===== config.mk =====
export PLATFORM = sky130hd
export DESIGN_NAME = uart_tx_arb
export DESIGN_NICKNAME = d
export VERILOG_FILES = /design/src/rtl/uart_tx_arb.sv
export SDC_FILE = /design/constraint.sdc
export NUM_CORES = 1
export LEC_CHECK = 0
export CAP_MARGIN = 15
export CORE_MARGIN = 3
export CORE_UTILIZATION = 49
export DETAILED_ROUTE_END_ITERATION = 6
export PLACE_DENSITY_LB_ADDON = 0.3
export SLEW_MARGIN = 20
export SYNTH_ARGS = -nofsm -noshare
export SYNTH_HDL_FRONTEND = slang
export SYNTH_SLANG_ARGS = --single-unit

===== constraint.sdc =====
create_clock -name clk_i -period 3.76 [get_ports clk_i]
set_input_delay 0.376 -clock clk_i [delete_from_list [all_inputs] [get_ports clk_i]]
set_output_delay 0.376 -clock clk_i [all_outputs]
set_load 0.1 [all_outputs]

===== src/rtl/uart_tx_arb.sv =====
// uart_tx_arb: round-robin packet arbiter in front of a UART transmit port.
// Grants one requester for a whole packet, optionally prefixes the packet
// with a source-ID header byte, and drives the UART valid/ready interface
// from a single registered output stage.
module uart_tx_arb #(
    parameter int                    DLY        = 1,
    parameter int                    NUM_REQ    = 4,
    parameter int                    DATA_WIDTH = 8,
    parameter int                    HDR_EN     = 1,
    parameter logic [DATA_WIDTH-1:0] HDR_MARK   = 8'hA0,
    parameter int                    MAX_LEN    = 16
) (
    input  logic                          clk_i,
    input  logic                          rst_i,
    input  logic [NUM_REQ*DATA_WIDTH-1:0] req_data_i,
    input  logic [NUM_REQ-1:0]            req_vld_i,
    input  logic [NUM_REQ-1:0]            req_last_i,
    output logic [NUM_REQ-1:0]            req_rdy_o,
    output logic [DATA_WIDTH-1:0]         tx_data_o,
    output logic                          tx_vld_o,
    input  logic                          tx_rdy_i,
    output logic [NUM_REQ-1:0]            grant_o,
    output logic                          ovf_o
);

    localparam int IDXW = $clog2(NUM_REQ);

    // DLY is kept for drop-in compatibility with the existing UART blocks;
    // register updates here are zero-delay.
    if (NUM_REQ < 2 || NUM_REQ > 8 || MAX_LEN < 1 || MAX_LEN > 255 || DLY < 0) begin : g_param_chk
        $error("uart_tx_arb: parameter out of range");
    end

    typedef enum logic [1:0] {
        IDLE = 2'd0,
        HDR  = 2'd1,
        DATA = 2'd2
    } state_t;

    state_t                state;
    logic [IDXW-1:0]       ptr;
    logic [IDXW-1:0]       gidx;
    logic [7:0]            cnt;

    // Output stage registers (p1 = one cycle after acceptance)
    logic [DATA_WIDTH-1:0] tx_data_p1;
    logic                  tx_vld_p1;
    logic [NUM_REQ-1:0]    grant_p1;
    logic                  ovf_p1;

    logic [DATA_WIDTH-1:0] req_byte [NUM_REQ];
    logic                  arb_hit;
    logic [IDXW-1:0]       arb_idx;
    logic [IDXW:0]         cand;
    logic                  or_free;
    logic                  sel_vld;
    logic                  sel_last;
    logic [DATA_WIDTH-1:0] sel_data;
    logic                  beat_acc;
    logic                  len_hit;

    // Header byte: template with its low index bits replaced by the source.
    function automatic logic [DATA_WIDTH-1:0] hdr_byte(input logic [IDXW-1:0] idx);
        logic [DATA_WIDTH-1:0] h;
        h            = HDR_MARK;
        h[IDXW-1:0]  = idx;
        return h;
    endfunction

    // Index increment modulo NUM_REQ (NUM_REQ need not be a power of two).
    function automatic logic [IDXW-1:0] wrap_inc(input logic [IDXW-1:0] idx);
        if (idx == IDXW'(NUM_REQ - 1)) begin
            return '0;
        end
        return idx + IDXW'(1);
    endfunction

    for (genvar k = 0; k < NUM_REQ; k++) begin : g_unpack
        assign req_byte[k] = req_data_i[k*DATA_WIDTH +: DATA_WIDTH];
    end

    assign sel_vld  = req_vld_i[gidx];
    assign sel_last = req_last_i[gidx];
    assign sel_data = req_byte[gidx];

    // The output register can take a new byte when empty or draining this cycle.
    assign or_free  = !tx_vld_p1 || tx_rdy_i;
    assign beat_acc = (state == DATA) && sel_vld && or_free;
    assign len_hit  = ({1'b0, cnt} + 9'd1) == 9'(MAX_LEN);

    // Round-robin search starting at ptr; lowest offset from ptr wins.
    always_comb begin
        arb_hit = 1'b0;
        arb_idx = '0;
        cand    = '0;
        for (int i = NUM_REQ - 1; i >= 0; i--) begin
            cand = {1'b0, ptr} + (IDXW+1)'(i);
            if (cand >= (IDXW+1)'(NUM_REQ)) begin
                cand = cand - (IDXW+1)'(NUM_REQ);
            end
            if (req_vld_i[cand[IDXW-1:0]]) begin
                arb_hit = 1'b1;
                arb_idx = cand[IDXW-1:0];
            end
        end
    end

    // Ready goes only to the granted requester, and only while payload flows.
    always_comb begin
        req_rdy_o = '0;
        if (state == DATA && or_free) begin
            req_rdy_o[gidx] = 1'b1;
        end
    end

    // Packet FSM and output stage: accepted beat -> p1 register -> UART.
    always_ff @(posedge clk_i or posedge rst_i) begin
        if (rst_i) begin
            state      <= IDLE;
            ptr        <= '0;
            gidx       <= '0;
            cnt        <= '0;
            tx_data_p1 <= '0;
            tx_vld_p1  <= 1'b0;
            grant_p1   <= '0;
            ovf_p1     <= 1'b0;
        end else begin
            ovf_p1 <= 1'b0;
            if (tx_vld_p1 && tx_rdy_i) begin
                tx_vld_p1 <= 1'b0;
            end
            unique case (state)
                IDLE: begin
                    cnt <= '0;
                    if (arb_hit) begin
                        gidx     <= arb_idx;
                        grant_p1 <= NUM_REQ'(1) << arb_idx;
                        state    <= (HDR_EN != 0) ? HDR : DATA;
                    end
                end
                HDR: begin
                    if (or_free) begin
                        tx_data_p1 <= hdr_byte(gidx);
                        tx_vld_p1  <= 1'b1;
                        state      <= DATA;
                    end
                end
                DATA: begin
                    if (beat_acc) begin
                        tx_data_p1 <= sel_data;
                        tx_vld_p1  <= 1'b1;
                        cnt        <= cnt + 8'd1;
                        if (sel_last || len_hit) begin
                            // Packet ends; a MAX_LEN cut without last flags overflow and
                            // leaves the remaining beats for a fresh arbitration round.
                            ptr      <= wrap_inc(gidx);
                            grant_p1 <= '0;
                            ovf_p1   <= !sel_last;
                            state    <= IDLE;
                        end
                    end
                end
                default: state <= IDLE;
            endcase
        end
    end

    assign tx_data_o = tx_data_p1;
    assign tx_vld_o  = tx_vld_p1;
    assign grant_o   = grant_p1;
    assign ovf_o     = ovf_p1;

endmodule


== After elaboration in Yosys (flattened, before gate mapping) ==
Index checks and enable logic that the tools add are counted.

* $add $sub $neg: 10
* Magnitude comparators: 11
* Equal/unequal tests: 8
* Shift operators: 1
* Multiplexer cells: 57
* Bitwise operators: 1
* Reduce and logical (&&, ||, !) cells: 18

{| class="wikitable"
|+ Operator list
! operator !! number
|-
| two-way mux 8 bit || 5
|-
| one-hot mux 8 bit (2 select lines) || 2
|-
| two-way mux 2 bit || 14
|-
| two-way mux 1 bit || 21
|-
| binary-select mux 8 bit (select 2 bit) || 1
|-
| two-way mux 4 bit || 4
|-
| < comparator 2 x 3 -> 1 bit, second input constant || 5
|-
| binary-select mux 1 bit (select 2 bit) || 6
|-
| greater-or-equal comparator 3 bit, second input constant || 4
|-
| adder 8 x 1 -> 9 bit, second input constant || 1
|-
| == test 9 x 5 -> 1 bit, second input constant || 1
|-
| adder 8 x 1 -> 8 bit, second input constant || 1
|-
| one-hot mux 4 bit (2 select lines) || 1
|-
| AND reduction 4 bit || 2
|-
| subtractor 2 x 1 -> 2 bit, second input constant || 4
|-
| adder 2 x 2 -> 3 bit, second input constant || 2
|-
| inequality test 2 bit, second input constant || 3
|-
| one-hot mux 2 bit (3 select lines) || 1
|-
| AND reduction 3 bit || 2
|-
| logical AND 1 bit || 5
|-
| == test 2 bit, second input constant || 2
|-
| AND reduction 2 bit || 2
|-
| nonzero test 2 bit || 2
|-
| left shift 1 x 2 -> 4 bit, first input constant || 1
|-
| 12 further kinds || 14
|}

* Flip-flop bits (word level): 28
* Input bits: 43
* Output and inout port bits: 18
* Word-level logic and storage cells: 114

== Depth between registers and ports, before layout ==
Gate-level depths: netlist of run 1.

* Depth in word-level cells: 12
* Depth in mapped cells: 8
* Gate-level depth less buffers: 7

== Worst setup path before layout of run 1 ==
Ideal clock, no wire load.

* Kind: flip-flop to output port
* Start point: register tx_vld_p1, in the netlist tx_vld_o
* End point: output port req_rdy_o[0]
* Arrival: 1.903 ns
* Path slack: 1.481 ns
* Cell stages (with the launch flop): 3
* Path buffers: 0
* Cells stage by stage: dfrtp_1 > nand2b_1 > and3_1

* Cells in the longest elaborated chain, start to end: 4

{| class="wikitable"
|+ RTL lines
! item !! line !! RTL
|-
| from (decl) || 47 || <nowiki>logic tx_vld_p1;</nowiki>
|-
| from (signal assigned) || 124 || <nowiki>tx_vld_p1 <= 1'b0;</nowiki>
|-
| from (signal assigned) || 130 || <nowiki>tx_vld_p1 <= 1'b0;</nowiki>
|-
| from (signal assigned) || 144 || <nowiki>tx_vld_p1 <= 1'b1;</nowiki>
|-
| logical NOT 1 bit || 87 || <nowiki>assign or_free = !tx_vld_p1 || tx_rdy_i;</nowiki>
|-
| logical OR 1 bit || 87 ||
|-
| logical AND 1 bit || 111 || <nowiki>if (state == DATA && or_free) begin</nowiki>
|-
| two-way mux 4 bit || 111 ||
|-
| to (decl) || 18 || <nowiki>output logic [NUM_REQ-1:0] req_rdy_o,</nowiki>
|}

Every way passes these cells.

== Worst setup path in the final report of run 1 ==
* Start point: register gidx[0]
* End point: register tx_data_p1[5], in the netlist tx_data_o[5]

* Cells in the longest elaborated chain, start to end: 6

{| class="wikitable"
|+ RTL lines
! item !! line !! RTL
|-
| from (decl) || 42 || <nowiki>logic [IDXW-1:0] gidx;</nowiki>
|-
| from (signal assigned) || 136 || <nowiki>gidx <= arb_idx;</nowiki>
|-
| NOT 2 -> 3 bit (implied by the code) / binary-select mux 1 bit (select 2 bit) (equally long branches) || 84, 82 ||
|-
| binary-select mux 8 bit (select 2 bit) / two-way mux 1 bit (equally long branches) || 84, 82 ||
|-
| two-way mux 8 bit (implied by the code) / logical AND 1 bit (equally long branches) (2 in a row) || 84, 88 ||
|-
| two-way mux 8 bit / inequality test 2 bit (equally long branches) || n/a ||
|-
| one-hot mux 8 bit (2 select lines) / AND reduction 3 bit (equally long branches) || n/a ||
|-
| to (signal assigned) || 143 || <nowiki>tx_data_p1 <= hdr_byte(gidx);</nowiki>
|-
| to (signal assigned) || 150 || <nowiki>tx_data_p1 <= sel_data;</nowiki>
|-
| to (decl) || 46 || <nowiki>logic [DATA_WIDTH-1:0] tx_data_p1;</nowiki>
|}

Several ways; a longest one is shown, not always the timed one. The select of a mux whose other input is x is not followed.
A chain may end at the register's enable or synchronous reset.

==> run metrics, run 1 <==
critical path peak fanout=16; sum of routed wire length over all layers=4400 µm; smallest hold slack=0.481 ns; final hold violations=0; Top Family by Delay on Critical Path=compound AO/OA/AOI/OAI gates; startpoint type of the worst setup path=flop; horizontal die dimension=about 67 µm; biggest cell delay along the critical path=a little over 0.8 ns; antenna-violating nets left=0; post-route design area=between 2000 and 2500 µm²; final setup violating endpoints=0; largest clock skew in the final design=0.00170 ns; maximum clock path buffer count=2; Max Slew Vio Count=0; average cell area after synthesis=9.95 µm²; layout overhead on the synthesized area=36.0%; sequential area share after synthesis=38.5%; Hold-fix buffers, CTS=0; type of the most critical hold path=in2async; quantity of I/O buffers inserted on ports=60; EDFF count, synth=0; clock net sink count=28; number of warning messages in the yosys log=0; antenna cell count=0; CTS tree=built; synthesized instance count=183; number of rows in the core area=21; CTS Root Buffer Type=clkbuf_8; commonest non-fill, non-tap cells in the layout=clkdlybuf4s50_1 (56), dfrtp_1 (28), nand2_1 (25), o21ai_0 (20), ha_1 (10); area of the multi-input gates=1040 µm²; insertion delay of the later-clocked pin in the worst-skew pair=around 0.27 ns; overall power consumption=1.87 mW; clock-pin slew reported for the worst setup and hold paths after clock tree synthesis=0.10 ns; Filler Cells Inserted=280; number of non-filler instances in the completed layout=285; layout net count=293; number of placed instances with taps included=281; Maximum Capacitance Violations=0; Final GP Congestion=0.774; global-route wire length before repair=~7400 µm; ranking of synthesized cells by area=dfrtp_1 (38%), mux4_2 (9.9%), ha_1 (6.9%); Util after Layout=71.4%; number of global-route vias before repair=between 1500 and 2000; core area=around 3500 µm²; Final min period=2.71 ns; transition at the pin with the smallest max-transition slack=0.994 ns; static leakage power=1.04 nW; total vias in the final route=1581; RSZ-0062 raised after global routing=no; required time of the worst setup path=3.88 ns; ratio of cells with drive above 1 in the final layout=about an eighth; initial core utilization=52.5%; smallest setup slack after layout=between 1 and 1.5 ns; number of buffers and inverters on the critical path=0; post-CTS sizing=0; Routed wire per std cell=15.4 µm; Top Ports=61; count of state elements after synthesis=28; worst slack, placed=1.03 ns; number of antenna violations at the first check in global routing=0; Post-route DRC=0; start-to-end type of the worst setup path=reg2reg; share of flip-flops with an asynchronous set or reset=between 90% and 100%; relative max-transition margin=33.6%; most common cell after layout, fill and taps aside=clkdlybuf4s50_1; drt pass-1 iters=4; post-CTS setup buffer count=0; total standard cell area after synthesis=1820 µm²; sequential standard cell area=701 µm²; sum of negative setup slack=0 ns; critical-path cell list=mux4_2, and2_1, o21ai_1, o21ai_0; Arr. time, crit path=2.84 ns; net count of the mapped netlist=236; vertical extent of the die=between 60 and 70 µm; global route overflow=0; dpl cell area=2420 µm²; status=completed; estimated wirelength of the detail-placed design=3410 µm; primary flip-flop cell chosen by synthesis mapping=dfrtp_1; cell type contributing the most total cell area after synthesis=dfrtp_1; Pwr per Cell Area=756 nW/µm²; pin count of the biggest net entering global routing=29; proportion of netlist area held by the largest area contributor=38.5%; overall routing resource usage=between 20% and 30%; maximum operating frequency=0.368 GHz; Distinct cells, synth=43; worst vdd rail ir drop=just under 0.0006 V; Crit-path slowest cell=dfrtp_1; crit share post-route=72.2%; initial drt markers=71; H-tree depth=1; number of buffers created by CTS=3; die area=between 4000 and 5000 µm²; Vias per Instance=5.55; nature of the critical path endpoint=flop
## final timing paths
check | slack [ns] | cells past startpoint | end | startpoint
min in group clk_i | 0.49 | 2 | tx_data_o[0] | tx_data_o[0]
hold reg to reg | 0.49 | 2 | tx_data_o[0] | tx_data_o[0]
max in group asynchronous | 2.90 | 2 | ptr[0] | rst_i
hold / removal | 0.48 | 2 | tx_data_o[7] | rst_i
setup / recovery | 1.05 | 4 | tx_data_o[5] | gidx[0]
setup reg to reg | 1.05 | 4 | tx_data_o[5] | gidx[0]
## synthesized netlist by cell type (2+ instances only)
| cell type | number |
|---|---|
| o22ai_1 | 3 |
| mux2_2 | 5 |
| inv_1 | 10 |
| and3_1 | 5 |
| and2_1 | 3 |
| nor3_1 | 2 |
| o21ai_0 | 20 |
| mux4_2 | 8 |
| mux2i_1 | 3 |
| nand2_1 | 25 |
| xor2_1 | 2 |
| a21oi_1 | 6 |
| buf_6 | 2 |
| dfrtp_1 | 28 |
| a31oi_1 | 3 |
| nor2_1 | 5 |
| mux2_4 | 2 |
| ha_1 | 10 |
| nand4_1 | 3 |
| o31ai_1 | 3 |
| nand2b_1 | 4 |
| nand3_1 | 6 |
| clkbuf_1 | 3 |
| nor2b_1 | 2 |
| buf_2 | 2 |
## routing by layer
metal | global-route usage [%] | up-vias | routed length, µm
met2 | 39.6 | 39 | 2280
met3 | 3.37 | 8 | 153
met5 | 0 | - | 0
li1 | - | 774 | -
met4 | 6.58 | 0 | 95
met1 | 26.6 | 760 | 1870
## cell type report
class                           instances  share of cell area (%)
Clock buffer                            4                    2.22
Multi-Input combinational cell        137                    41.8
Timing Repair Buffer                   60                    23.8
Inverter                               10                    1.52
Tap cell                               46                    2.32
Sequential cell                        28                    28.3
## worst register-to-register path, delay by kind of cell, from the launching register on
kind	cells	cell delay, ns
muxes	1	0.64
and+or+nand+nor	1	0.19
DFF	1	0.81
AOI/OAI and AO/OA	2	0.93
## registers in the layout, indices dropped and copies added (netlist names)
register	flops
gidx	2
ovf_o	1
grant_o	4
tx_vld_o	1
ptr	2
tx_data_o	8
state	2
cnt	8
## logic make-up (layout without fill, tap and decap cells)
family	after synthesis	in the layout	synth area share [%]
compound gates	46	46	16.0
xor+xnor	3	3	1.44
fa+ha+maj	10	10	6.87
buf+inv	18	74	4.67
flops	28	28	38.5
mux	18	18	16.3
simple gates	60	60	16.3
## report_power, final
part / switching, mW / internal [mW]
Sequential: 0.118 / 0.395
Clock: 0.0951 / 0.0938
Combinational: 0.787 / 0.385
Total: 1.00 / 0.873
No activity file was read; power rests on OpenSTA's default activity.
==> inputs of run 2 (changes only) <==
--- a/config.mk
+++ b/config.mk
@@ -7,7 +7,7 @@
 export LEC_CHECK = 0
 export CAP_MARGIN = 15
 export CORE_MARGIN = 3
-export CORE_UTILIZATION = 49
+export CORE_UTILIZATION = 46
 export DETAILED_ROUTE_END_ITERATION = 6
 export PLACE_DENSITY_LB_ADDON = 0.3
 export SLEW_MARGIN = 20
==> constraint.sdc (replaced) <==
create_clock -name clk_i -period 2.8 [get_ports clk_i]
set_input_delay 0.28 -clock clk_i [delete_from_list [all_inputs] [get_ports clk_i]]
set_output_delay 0.28 -clock clk_i [all_outputs]
set_load 0.1 [all_outputs]
==> run 2 against run 1 <==
Effect of this change: core utilization down 5.5 points; highest routed layer unchanged; global-route usage down 2.1 points; largest cell class unchanged; final cell count increased by 2.1%; largest power group unchanged.
==> run metrics, run 2 (synthesis gave the netlist of run 1 again) <==
maximum clock path buffer count=2 (unchanged); global-route wire length before repair=6890 µm (-6.8%); number of buffers created by CTS=3 (unchanged); quantity of I/O buffers inserted on ports=60 (unchanged); Pwr per Cell Area=1010 nW/µm² (+34%); Final GP Congestion=0.803 (+3.6%); total vias in the final route=1564 (-1.1%); status=completed; final hold violations=0 (unchanged); sum of negative setup slack=0 ns (unchanged); Max Slew Vio Count=0 (unchanged); worst slack, placed=0.542 ns (-0.488 ns); type of the most critical hold path=in2async; Filler Cells Inserted=315 (+13%); final setup violating endpoints=0 (unchanged); nature of the critical path endpoint=flop; smallest hold slack=0.380 ns (-0.102 ns); Util after Layout=65.9% (-5.5 points); overall power consumption=2.51 mW (+34%); number of non-filler instances in the completed layout=291 (+2.1%); startpoint type of the worst setup path=flop; die area=4750 µm² (+5.9%); global route overflow=0 (unchanged); critical path peak fanout=7 (-9); biggest cell delay along the critical path=0.49 ns (-0.32 ns); layout net count=298 (+1.7%); number of placed instances with taps included=288 (+2.5%); Top Family by Delay on Critical Path=compound AO/OA/AOI/OAI gates; antenna-violating nets left=0 (unchanged); maximum operating frequency=0.453 GHz (+23%); vertical extent of the die=68.9 µm (+2.9%); number of buffers and inverters on the critical path=0 (unchanged); antenna cell count=0 (unchanged); Post-route DRC=0 (unchanged); clock-pin slew reported for the worst setup and hold paths after clock tree synthesis=0.09 ns (about the same); Routed wire per std cell=14.9 µm (-3.6%); horizontal die dimension=68.9 µm (+2.9%); number of rows in the core area=22 (+4.8%); insertion delay of the later-clocked pin in the worst-skew pair=0.27 ns (about the same); post-CTS sizing=0 (unchanged); ratio of cells with drive above 1 in the final layout=18.5% (+6.8 points); start-to-end type of the worst setup path=reg2reg; Vias per Instance=5.37 (-3.1%); crit share post-route=78.9% (+6.7 points); post-CTS setup buffer count=0 (unchanged); initial drt markers=68 (-4.2%); Crit-path slowest cell=a2111o_1; post-route design area=2470 µm² (-0.35%); commonest non-fill, non-tap cells in the layout=clkdlybuf4s50_1 (42), dfrtp_1 (28), nand2_1 (25), buf_4 (23), o21ai_0 (20); CTS tree=built; Final min period=2.21 ns (-0.506 ns); layout overhead on the synthesized area=35.5%; Top Ports=61 (unchanged); largest clock skew in the final design=0.00281 ns (+0.00111 ns); smallest setup slack after layout=0.591 ns (-0.454 ns); Maximum Capacitance Violations=0 (unchanged); Hold-fix buffers, CTS=0 (unchanged); initial core utilization=48.7% (-3.9 points); worst vdd rail ir drop=0.000901 V (+56%); dpl cell area=2430 µm² (+0.21%); number of global-route vias before repair=1426 (-8.9%); critical-path cell list=ha_1, nor3_1, a41oi_1, a2111o_1, a21oi_4, mux2_4; core area=3740 µm² (+7.9%); Arr. time, crit path=2.37 ns (-0.47 ns); sum of routed wire length over all layers=4330 µm (-1.6%); estimated wirelength of the detail-placed design=3410 µm (about the same); transition at the pin with the smallest max-transition slack=0.583 ns (-0.410 ns); relative max-transition margin=60.9% (+27 points); H-tree depth=1 (unchanged); number of antenna violations at the first check in global routing=0 (unchanged); overall routing resource usage=19.8% (-2.1 points); required time of the worst setup path=2.97 ns (-0.91 ns); pin count of the biggest net entering global routing=29 (unchanged); clock net sink count=28 (unchanged); drt pass-1 iters=4 (unchanged); area of the multi-input gates=1040 µm² (unchanged); CTS Root Buffer Type=clkbuf_8; static leakage power=1.08 nW (+3.8%); RSZ-0062 raised after global routing=no; sequential standard cell area=701 µm² (unchanged); most common cell after layout, fill and taps aside=clkdlybuf4s50_1
==> run 2: cell count changes in the layout (fill, tap and decap cells not counted) <==
cell,delta
clkbuf_8,-1
buf_4,+19
inv_1,+1
clkdlybuf4s50_1,-14
inv_2,-1
==> run 2: report_power, final <==
part / internal (mW) / leakage (nW) / switching, mW
Clock: 0.0967 / 0.0216 / 0.122
Sequential: 0.532 / 0.365 / 0.0979
Combinational: 0.529 / 0.692 / 1.13
Total: 1.16 / 1.08 / 1.35
==> run 2: layout make-up <==
type / instances / share of cell area, %
well taps: 48 / 2.43
repair buffers: 65 / 24.0
flip-flops and latches: 28 / 28.4
inverters: 10 / 1.52
clock buffers: 3 / 1.67
multi-input cells: 137 / 42.0
==> run 2: worst register-to-register path: cells and delay by family (launching register included) <==
family / cells / cell delay, ns
and+or+nand+nor: 1 / 0.17
AOI/OAI and AO/OA: 3 / 0.83
DFF: 1 / 0.46
adders and majority gates: 1 / 0.32
muxes: 1 / 0.33
==> run 2: worst paths after layout <==
kind / to / slack [ns] / depth (start not counted) / startpoint
max in group asynchronous: state[0] / 2.15 / 3 / rst_i
min in group clk_i: tx_data_o[0] / 0.49 / 2 / tx_data_o[0]
worst min register to register: tx_data_o[0] / 0.49 / 2 / tx_data_o[0]
worst max register to register: ptr[0] / 0.59 / 6 / cnt[0]
worst min-delay path: gidx[1] / 0.38 / 3 / rst_i
worst max-delay path: ptr[0] / 0.59 / 6 / cnt[0]
==> run 2: layer usage <==
metal / global-route usage, % / wire length [µm]
met1: 25.6 / 1870
met4: 3.65 / 38
met3: 4.54 / 195
met2: 34.0 / 2230
met5: 0 / 0
==> inputs of run 3 (changes only) <==
--- a/config.mk
+++ b/config.mk
@@ -7,7 +7,7 @@
 export LEC_CHECK = 0
 export CAP_MARGIN = 15
 export CORE_MARGIN = 3
-export CORE_UTILIZATION = 46
+export CORE_UTILIZATION = 41
 export DETAILED_ROUTE_END_ITERATION = 6
 export PLACE_DENSITY_LB_ADDON = 0.3
 export SLEW_MARGIN = 20
==> constraint.sdc (replaced) <==
create_clock -name clk_i -period 1.98 [get_ports clk_i]
set_input_delay 0.198 -clock clk_i [delete_from_list [all_inputs] [get_ports clk_i]]
set_output_delay 0.198 -clock clk_i [all_outputs]
set_load 0.1 [all_outputs]
==> run 3 against run 2 <==
Effect of this change: die area is 11% higher; setup slack worse by 0.57 ns; critical path depth is 1 lower; global-route usage is 0.97 points lower; worst hold slack worse by 0.096 ns; first-iteration DRC count is 10% higher; maximum frequency is 13% higher; cell area is 13% higher; critical path type unchanged; largest cell class unchanged.
==> run metrics, run 3 (synthesis gave the netlist of run 1 again) <==
startpoint type of the worst setup path=flop; worst vdd rail ir drop=0.000970 V (+7.7%); Max Slew Vio Count=0 (unchanged); maximum clock path buffer count=2 (unchanged); overall power consumption=3.79 mW (+51%); Top Ports=61 (unchanged); most common cell after layout, fill and taps aside=buf_4; required time of the worst setup path=2.15 ns (-0.82 ns); status=completed; Crit-path slowest cell=a2111o_1; number of global-route vias before repair=1715 (+20%); dpl cell area=2700 µm² (+11%); commonest non-fill, non-tap cells in the layout=buf_4 (47), clkdlybuf4s50_1 (42), dfrtp_1 (27), nand2_1 (25), o21ai_0 (20); Top Family by Delay on Critical Path=compound AO/OA/AOI/OAI gates; vertical extent of the die=72.7 µm (+5.4%); clock net sink count=28 (unchanged); number of rows in the core area=23 (+4.5%); layout net count=327 (+9.7%); total vias in the final route=1713 (+9.5%); static leakage power=1.25 nW (+16%); biggest cell delay along the critical path=0.45 ns (-0.04 ns); maximum operating frequency=0.512 GHz (+13%); type of the most critical hold path=in2async; CTS Root Buffer Type=clkbuf_8; transition at the pin with the smallest max-transition slack=0.389 ns (-0.194 ns); drt pass-1 iters=4 (unchanged); clock-pin slew reported for the worst setup and hold paths after clock tree synthesis=0.09 ns (about the same); Final GP Congestion=0.850 (+5.8%); global-route wire length before repair=7820 µm (+14%); CTS tree=built; Maximum Capacitance Violations=0 (unchanged); number of antenna violations at the first check in global routing=0 (unchanged); start-to-end type of the worst setup path=reg2reg; Hold-fix buffers, CTS=0 (unchanged); R2R Path Start=cnt[1]; global route overflow=0 (unchanged); number of non-filler instances in the completed layout=323 (+11%); largest clock skew in the final design=0.00355 ns (+0.000733 ns); final setup violating endpoints=0 (unchanged); Critical path origin=cnt[1]; GR Layer Usage met1=22.2% (-3.4 points); RSZ-0062 raised after global routing=yes; layout overhead on the synthesized area=53.2%; nature of the critical path endpoint=flop; overall routing resource usage=18.8% (-0.97 points); Pwr per Cell Area=1360 nW/µm² (+34%); relative max-transition margin=73.8% (+13 points); number of placed instances with taps included=316 (+9.7%); pin count of the biggest net entering global routing=29 (unchanged); Final min period=1.95 ns (-0.254 ns); initial drt markers=75 (+10%); quantity of I/O buffers inserted on ports=60 (unchanged); critical path peak fanout=3 (-4); sum of negative setup slack=0 ns (unchanged); antenna-violating nets left=0 (unchanged); horizontal die dimension=72.7 µm (+5.4%); die area=5280 µm² (+11%); met3 usage=3.72% (-0.82 points); sum of routed wire length over all layers=4750 µm (+9.7%); number of buffers created by CTS=3 (unchanged); Post-route DRC=0 (unchanged); smallest hold slack=0.284 ns (-0.0957 ns); insertion delay of the later-clocked pin in the worst-skew pair=0.28 ns (about the same); initial core utilization=44.0% (-4.7 points); ratio of cells with drive above 1 in the final layout=30.8% (+12 points); antenna cell count=0 (unchanged); final hold violations=0 (unchanged); Routed wire per std cell=14.7 µm (-1.1%); GR peak layer=met2; Arr. time, crit path=2.13 ns (-0.24 ns); Vias per Instance=5.30 (-1.3%); crit share post-route=98.7% (+20 points); core area=4140 µm² (+11%); post-route design area=2790 µm² (+13%); met2 global-route usage=35.0% (+0.92 points); H-tree depth=1 (unchanged); number of buffers and inverters on the critical path=0 (unchanged); critical-path cell list=and2_4, a211o_1, a2111o_1, o21ai_2, mux2_4; estimated wirelength of the detail-placed design=3750 µm (+10%)
-- run 3: cell types whose count changed in the layout (fill, tap and decap cells not counted), moves of 4 or more --
cell / change
buf_4: +24
and3_2: +4
and3_1: -5
buf_12: +5
-- run 3: worst paths after layout --
kind | end | depth (start not counted) | slack (ns)
max | state[0] | 5 | 0.03
min | tx_data_o[4] | 3 | 0.28
max reg2reg | state[0] | 5 | 0.03
min reg2reg | tx_data_o[4] | 2 | 0.49
max in group asynchronous | tx_vld_o | 3 | 1.40
min in group clk_i | tx_data_o[4] | 2 | 0.49
-- run 3: cell type report --
cell class	count	area, µm²
fillers	345	1350
multi-input cells	137	1060
repair buffers	94	873
flip-flops and latches	28	702
well taps	50	62.6
clock buffers	4	55.1
inverters	10	37.5
-- run 3: routing by layer --
metal  wire length (µm)  up-vias
met2               2520       31
met5                  0        -
met1               1950      830
met3                236        5
met4                 49        0
li1                   -      847
-- run 3: power by group --
part           total (mW)  internal, mW  switching (mW)  leakage [nW]
Sequential          0.890         0.754           0.136         0.365
Combinational        2.54         0.899            1.64         0.861
Clock               0.359         0.178           0.180        0.0288
Total                3.79          1.83            1.96          1.25
-- run 3: tightest hold or removal path, cell delays in order --
cell and delay, ns:
clkdlybuf4s50_1 0.40, inv_1 0.05, buf_4 0.33
-- run 3: per-stage QoR --
step | setup WS [ns] | util [%]
2_1_floorplan | -0.0637 | -
3_3_place_gp | -0.0453 | 65.1
3_5_place_dp | -0.0755 | 65.1
4_1_cts | 0.0100 | 66.8
5_1_grt | -0.0368 | 67.4
6_report | 0.0252 | 67.4
-- run 3: timing repair --
item / 4_1_cts / 5_1_grt
setup endpoints to repair: 4 / 8
pin swaps: 2 / 1
gates resized for setup: 3 / 2
setup buffers: 1 / 2
